[src/rtl/led_chaser_pkg.sv]
// Shared types and helpers for the led_chaser pattern generator.
package led_chaser_pkg;

  typedef enum logic [1:0] {
    CHASE  = 2'b00,
    FILL   = 2'b01,
    BOUNCE = 2'b10,
    RSVD   = 2'b11
  } mode_t;

  localparam logic DIR_RIGHT = 1'b0;
  localparam logic DIR_LEFT  = 1'b1;

  // Widest pattern start_pattern can describe; callers size-cast down to NLEDS.
  localparam int unsigned MAX_LEDS = 64;

  function automatic logic [MAX_LEDS-1:0] start_pattern(mode_t mode, logic dir,
                                                        int unsigned nleds);
    logic [MAX_LEDS-1:0] pat;
    if (mode == FILL) begin
      pat = '0;
    end else if (dir == DIR_LEFT) begin
      pat = MAX_LEDS'(1);
    end else begin
      pat = MAX_LEDS'(1) << (nleds - 1);
    end
    return pat;
  endfunction

endpackage

[src/rtl/chaser_tick_gen.sv]
// Step prescaler: counts 0..DIV-1 and fires tick on the terminal count.
module chaser_tick_gen #(
  parameter int unsigned DIV = 1
) (
  input  logic clk,
  input  logic rst_n,
  input  logic clr,
  input  logic hold,
  output logic tick
);

  localparam int unsigned CntW = (DIV > 1) ? $clog2(DIV) : 1;
  localparam logic [CntW-1:0] CntMax = CntW'(DIV - 1);

  logic [CntW-1:0] cnt_q, cnt_d;
  logic            at_max;

  assign at_max = (cnt_q == CntMax);
  assign tick   = at_max && !clr && !hold;

  always_comb begin
    cnt_d = cnt_q;
    if (clr) begin
      cnt_d = '0;
    end else if (hold) begin
      cnt_d = cnt_q;
    end else if (at_max) begin
      cnt_d = '0;
    end else begin
      cnt_d = cnt_q + CntW'(1);
    end
  end

  always_ff @(posedge clk or negedge rst_n) begin
    if (!rst_n) begin
      cnt_q <= '0;
    end else begin
      cnt_q <= cnt_d;
    end
  end

endmodule

[src/rtl/led_chaser.sv]
// Parametrised LED chase / fill-bar / bounce generator with step and wrap pulses.
// BOUNCE mode is built only when LED_CHASER_BOUNCE_EN is defined.
module led_chaser
  import led_chaser_pkg::*;
#(
  parameter int unsigned NLEDS = 8,
  parameter int unsigned DIV   = 1
) (
  input  logic             clk_2,
  input  logic             reset_n,
  input  logic             clear,
  input  logic             freeze,
  input  logic             dir,
  input  logic [1:0]       mode,
  output logic [NLEDS-1:0] leds,
  output logic             step_pulse,
  output logic             wrap
);

  localparam logic [NLEDS-1:0] LsbOne = NLEDS'(1);
  localparam logic [NLEDS-1:0] MsbOne = LsbOne << (NLEDS - 1);
  localparam logic [NLEDS-1:0] AllOne = '1;

  logic [NLEDS-1:0] leds_q, leds_d;
  logic             step_q, step_d;
  logic             wrap_q, wrap_d;
  mode_t            mode_q, mode_d;
  logic             dir_q, dir_d;
`ifdef LED_CHASER_BOUNCE_EN
  localparam logic [NLEDS-1:0] LsbNb = NLEDS'(2);
  localparam logic [NLEDS-1:0] MsbNb = MsbOne >> 1;
  logic             bdir_q, bdir_d;
`endif

  mode_t            mode_eff;
  logic [NLEDS-1:0] start_pat;
  logic             load;
  logic             tick;

  always_comb begin
    case (mode)
      2'b01:   mode_eff = FILL;
`ifdef LED_CHASER_BOUNCE_EN
      2'b10:   mode_eff = BOUNCE;
`endif
      default: mode_eff = CHASE;
    endcase
  end

  assign start_pat = NLEDS'(start_pattern(mode_eff, dir, NLEDS));

  // A FILL direction flip restarts the bar, but only when not frozen.
  assign load = clear || (mode_eff != mode_q) ||
                (!freeze && (mode_q == FILL) && (dir != dir_q));

  chaser_tick_gen #(
    .DIV(DIV)
  ) u_tick_gen (
    .clk  (clk_2),
    .rst_n(reset_n),
    .clr  (load),
    .hold (freeze),
    .tick (tick)
  );

  always_comb begin
    leds_d = leds_q;
    step_d = 1'b0;
    wrap_d = 1'b0;
    mode_d = mode_q;
    dir_d  = dir_q;
`ifdef LED_CHASER_BOUNCE_EN
    bdir_d = bdir_q;
`endif
    if (load) begin
      leds_d = start_pat;
      mode_d = mode_eff;
      dir_d  = dir;
`ifdef LED_CHASER_BOUNCE_EN
      bdir_d = dir;
`endif
    end else if (!freeze) begin
      dir_d = dir;
      if (tick) begin
        step_d = 1'b1;
        case (mode_q)
          FILL: begin
            if (leds_q == AllOne) begin
              leds_d = '0;
              wrap_d = 1'b1;
            end else if (dir == DIR_RIGHT) begin
              leds_d = (leds_q >> 1) | MsbOne;
            end else begin
              leds_d = (leds_q << 1) | LsbOne;
            end
          end
`ifdef LED_CHASER_BOUNCE_EN
          BOUNCE: begin
            if (bdir_q == DIR_RIGHT) begin
              if (leds_q[0]) begin
                leds_d = LsbNb;
                bdir_d = DIR_LEFT;
                wrap_d = 1'b1;
              end else begin
                leds_d = leds_q >> 1;
              end
            end else begin
              if (leds_q[NLEDS-1]) begin
                leds_d = MsbNb;
                bdir_d = DIR_RIGHT;
                wrap_d = 1'b1;
              end else begin
                leds_d = leds_q << 1;
              end
            end
          end
`endif
          default: begin
            if (dir == DIR_RIGHT) begin
              if (leds_q[0]) begin
                leds_d = MsbOne;
                wrap_d = 1'b1;
              end else begin
                leds_d = leds_q >> 1;
              end
            end else begin
              if (leds_q[NLEDS-1]) begin
                leds_d = LsbOne;
                wrap_d = 1'b1;
              end else begin
                leds_d = leds_q << 1;
              end
            end
          end
        endcase
      end
    end
  end

  always_ff @(posedge clk_2 or negedge reset_n) begin
    if (!reset_n) begin
      leds_q <= MsbOne;
      step_q <= 1'b0;
      wrap_q <= 1'b0;
      mode_q <= CHASE;
      dir_q  <= DIR_RIGHT;
`ifdef LED_CHASER_BOUNCE_EN
      bdir_q <= DIR_RIGHT;
`endif
    end else begin
      leds_q <= leds_d;
      step_q <= step_d;
      wrap_q <= wrap_d;
      mode_q <= mode_d;
      dir_q  <= dir_d;
`ifdef LED_CHASER_BOUNCE_EN
      bdir_q <= bdir_d;
`endif
    end
  end

  assign leds       = leds_q;
  assign step_pulse = step_q;
  assign wrap       = wrap_q;

endmodule

[config.mk]
export PLATFORM = sky130hd
export DESIGN_NAME = led_chaser
export DESIGN_NICKNAME = d
export VERILOG_FILES = /design/src/rtl/led_chaser_pkg.sv /design/src/rtl/chaser_tick_gen.sv /design/src/rtl/led_chaser.sv
export SDC_FILE = /design/constraint.sdc
export NUM_CORES = 1
export LEC_CHECK = 0
export ABC_AREA = 1
export CAP_MARGIN = 20
export CORE_AREA = 2 2 47 49
export DETAILED_ROUTE_END_ITERATION = 16
export DIE_AREA = 0 0 49 51
export PLACE_DENSITY = 0.77
export SLEW_MARGIN = 15
export SYNTH_ARGS = -nofsm -noshare
export SYNTH_HDL_FRONTEND = slang
export SYNTH_SLANG_ARGS = --single-unit
[constraint.sdc]
create_clock -name clk_2 -period 1.15 [get_ports clk_2]
set_input_delay 0.23 -clock clk_2 [delete_from_list [all_inputs] [get_ports clk_2]]
set_output_delay 0.23 -clock clk_2 [all_outputs]
set_load 0.05 [all_outputs]
==> results.yml <==
global_routing:
  antenna_found_initial: 0
  grt_overflow: 0
  grt_usage: 0.2220
  grt_pass1_vias: 965
  grt_first_pass_wirelength_um: 4202
  grt_max_degree: 13
placement:
  pre_cts_ws_ns: -0.4177
  dpl.cell_count: 175
  portBuffers: 16
  gp_congestion: 0.8649
  dp_hpwl_um: 1637
sta:
  setup_slack_ns: -0.1802
  slew_violations: 0
  tightest_slew_ns: 0.3617
  finalSetupViolCount: 16
  skew_ns: 0.004675
  rsz0062_at_grt: "yes"
  min_period_over_period: 1.157
  fmax_ghz: 0.7517
  relSlewSlack: 0.7589
  hold_viol_final: 0
  period_needed_ns: 1.330
floorplanning:
  start_util: 0.3966
  num_io_pins: 17
  die_h_um: 51
  std_cell_rows: 17
  design.core.area_sq_um: 2063
  fp.dieArea_sq_um: 2499
  die_width_um: 49
routing:
  drt_first_pass_iters: 4
  vias: 966
  wl_per_cell_um: 13.71
  drc: 0
  vias_per_cell: 5.111
  drt_iter0_markers: 39
  wirelength_um: 2592
  postRouteAntennaNets: 0
worst_setup_path:
  path_max_fanout: 3
  crit_chain: "buf_6 > buf_12"
  path_class: "flip-flop to output port"
  cp-start-kind: "flip-flop"
  critical-path-max-stage-delay_ns: 0.57
  arrival_ns: 1.10
  crit_slowest_cell: "dfstp_2"
  crit_required_ns: 0.92
  critPathCaptureType: "output port"
  reg2regPathDepth: 6
pwr:
  p_total_mw: 1.260
  power_density_nw_per_um2: 850.8
  irDropWorstVdd_mv: 0.7504
  leakagePower_nw: 0.6873
logic_synthesis:
  synth_seq_area_share: 0.3685
  syn_area_per_cell_sq_um: 7.178
  synth_edf_count: 0
  synth-seq-cells: 12
  syn_inst: 114
  yosysUniqueCellTypes: 18
  synth_area_sq_um: 818.3
  synth_flop_cell: "dfrtp_1"
  synth_warnings: 0
  async_reset_ff_frac: 1.000
  syn_nets: 121
finish:
  drive_gt1_frac: 0.5280
  nNetsFinal: 169
  area_growth_pct: 81.04
  postLayoutCoreUtil: 0.7180
  diodes: 0
  nFillCells: 152
  fin_cells: 189
clock_network:
  clockBufferDepth: 2
  htreeDepth: 1
  cts_sinks: 12
  insertion_delay_ns: 0.30
  root_buffer: "clkbuf_4"
  tritoncts: "built"
  cts_buffers: 3
  clk_pin_slew_ns: 0.09
hold_path:
  min_path_type: "input pin to asynchronous set/reset pin"
flow_run:
  maxCapViolCount: 0
status:
  status: "finished, violations left"
  violations: "setup timing"
## placed cells by master, fill, tap and decap left out, types with 2 or more instances in the layout
cell             synthesis  routed
nand2_1                 35      29
buf_4                    2      19
nand3_1                 17      11
buf_12                   0      11
nor2_1                  11      10
buf_6                    0       9
o21ai_2                  6       8
inv_1                    9       7
inv_2                    4       6
nand2_2                  1       6
dfrtp_1                 11       6
nand3_2                  1       5
dfrtp_2                  0       5
nand2_4                  2       3
nor2_4                   2       3
o21ai_1                  0       3
o21ai_0                  8       3
clkbuf_4                 0       3
clkdlybuf4s50_1          0       3
dlygate4sd2_1            0       3
nand3_4                  0       2
## repair_timing
action,4_1_cts,5_1_grt
pin swaps,7,11
hold buffers,0,0
setup buffers,10,1
gates resized for setup,23,9
endpoints found under the setup margin,19,18
## registers in the layout, summed over array words and instances, names as in the netlist
name,cells
step_pulse,1
leds,8
dir_q,1
mode_q,1
wrap,1
## cell families after synthesis
group,share of synthesized area
buffers and inverters,0.07797
and+or+nand+nor,0.4297
DFF,0.3685
AOI/OAI and AO/OA,0.1239
## area by class of cell
| type | count | area [sq um] | share of cell area |
|---|---|---|---|
| Tap cell | 28 | 35.03 | 0.02365 |
| Sequential cell | 12 | 307.8 | 0.2078 |
| Timing Repair Buffer | 45 | 520.5 | 0.3514 |
| Multi-Input combinational cell | 87 | 533.0 | 0.3598 |
| Clock buffer | 4 | 36.28 | 0.02449 |
| Inverter | 13 | 48.80 | 0.03294 |
## routing by layer
| metal | GRT usage | wire length, um | up-vias |
|---|---|---|---|
| li1 | - | - | 461 |
| met1 | 0.2519 | 1012 | 452 |
| met2 | 0.3927 | 1330 | 44 |
| met3 | 0.04971 | 186 | 9 |
| met4 | 0.1143 | 63 | 0 |
| met5 | 0 | 0 | - |
## metrics by stage
| stage | TNS (ns) | cell area (sq um) | hold WS, ns |
|---|---|---|---|
| after floorplan | -1.718 | 854.6 | -0.06559 |
| after CTS | -1.561 | 1451 | 0.2360 |
| after global routing | -2.552 | 1481 | 0.2285 |
| after detailed placement | -4.255 | 1277 | 0.5456 |
| after global placement | -3.833 | 1277 | 0.5462 |
| final | -1.842 | 1481 | 0.2258 |
## synthesized netlist by cell type (2+ instances only)
| master | n | share of area |
|---|---|---|
| nand2_1 | 35 | 0.16 |
| nand3_1 | 17 | 0.10 |
| dfrtp_1 | 11 | 0.34 |
| nor2_1 | 11 | 0.050 |
| inv_1 | 9 | 0.041 |
| o21ai_0 | 8 | 0.049 |
| o21ai_2 | 6 | 0.064 |
| inv_2 | 4 | 0.018 |
| buf_4 | 2 | 0.018 |
| nand2_4 | 2 | 0.028 |
| nor2_4 | 2 | 0.028 |
## worst max-delay path: cells and delay by family, from the launching register on
family	cells	cell delay (ns)
buffers and inverters	2	0.23
flip-flops	1	0.57
## final timing paths
check | from | end | slack, ns
setup / recovery | leds[7] | leds[7] | -0.18
hold / removal | reset_n | leds[0] | 0.23
setup reg to reg | leds[7] | leds[2] | -0.17
hold reg to reg | dir_q | dir_q | 0.57
max in group asynchronous | reset_n | leds[7] | 0.69
min in group clk_2 | mode[1] | mode_q[0] | 0.26
## power breakdown
part | internal (mW) | switching [mW] | leakage (nW)
sequential | 0.444 | 0.0201 | 0.151
clock | 0.193 | 0.172 | 0.0210
combinational | 0.198 | 0.233 | 0.516
Power figures use the tool's default switching activity.
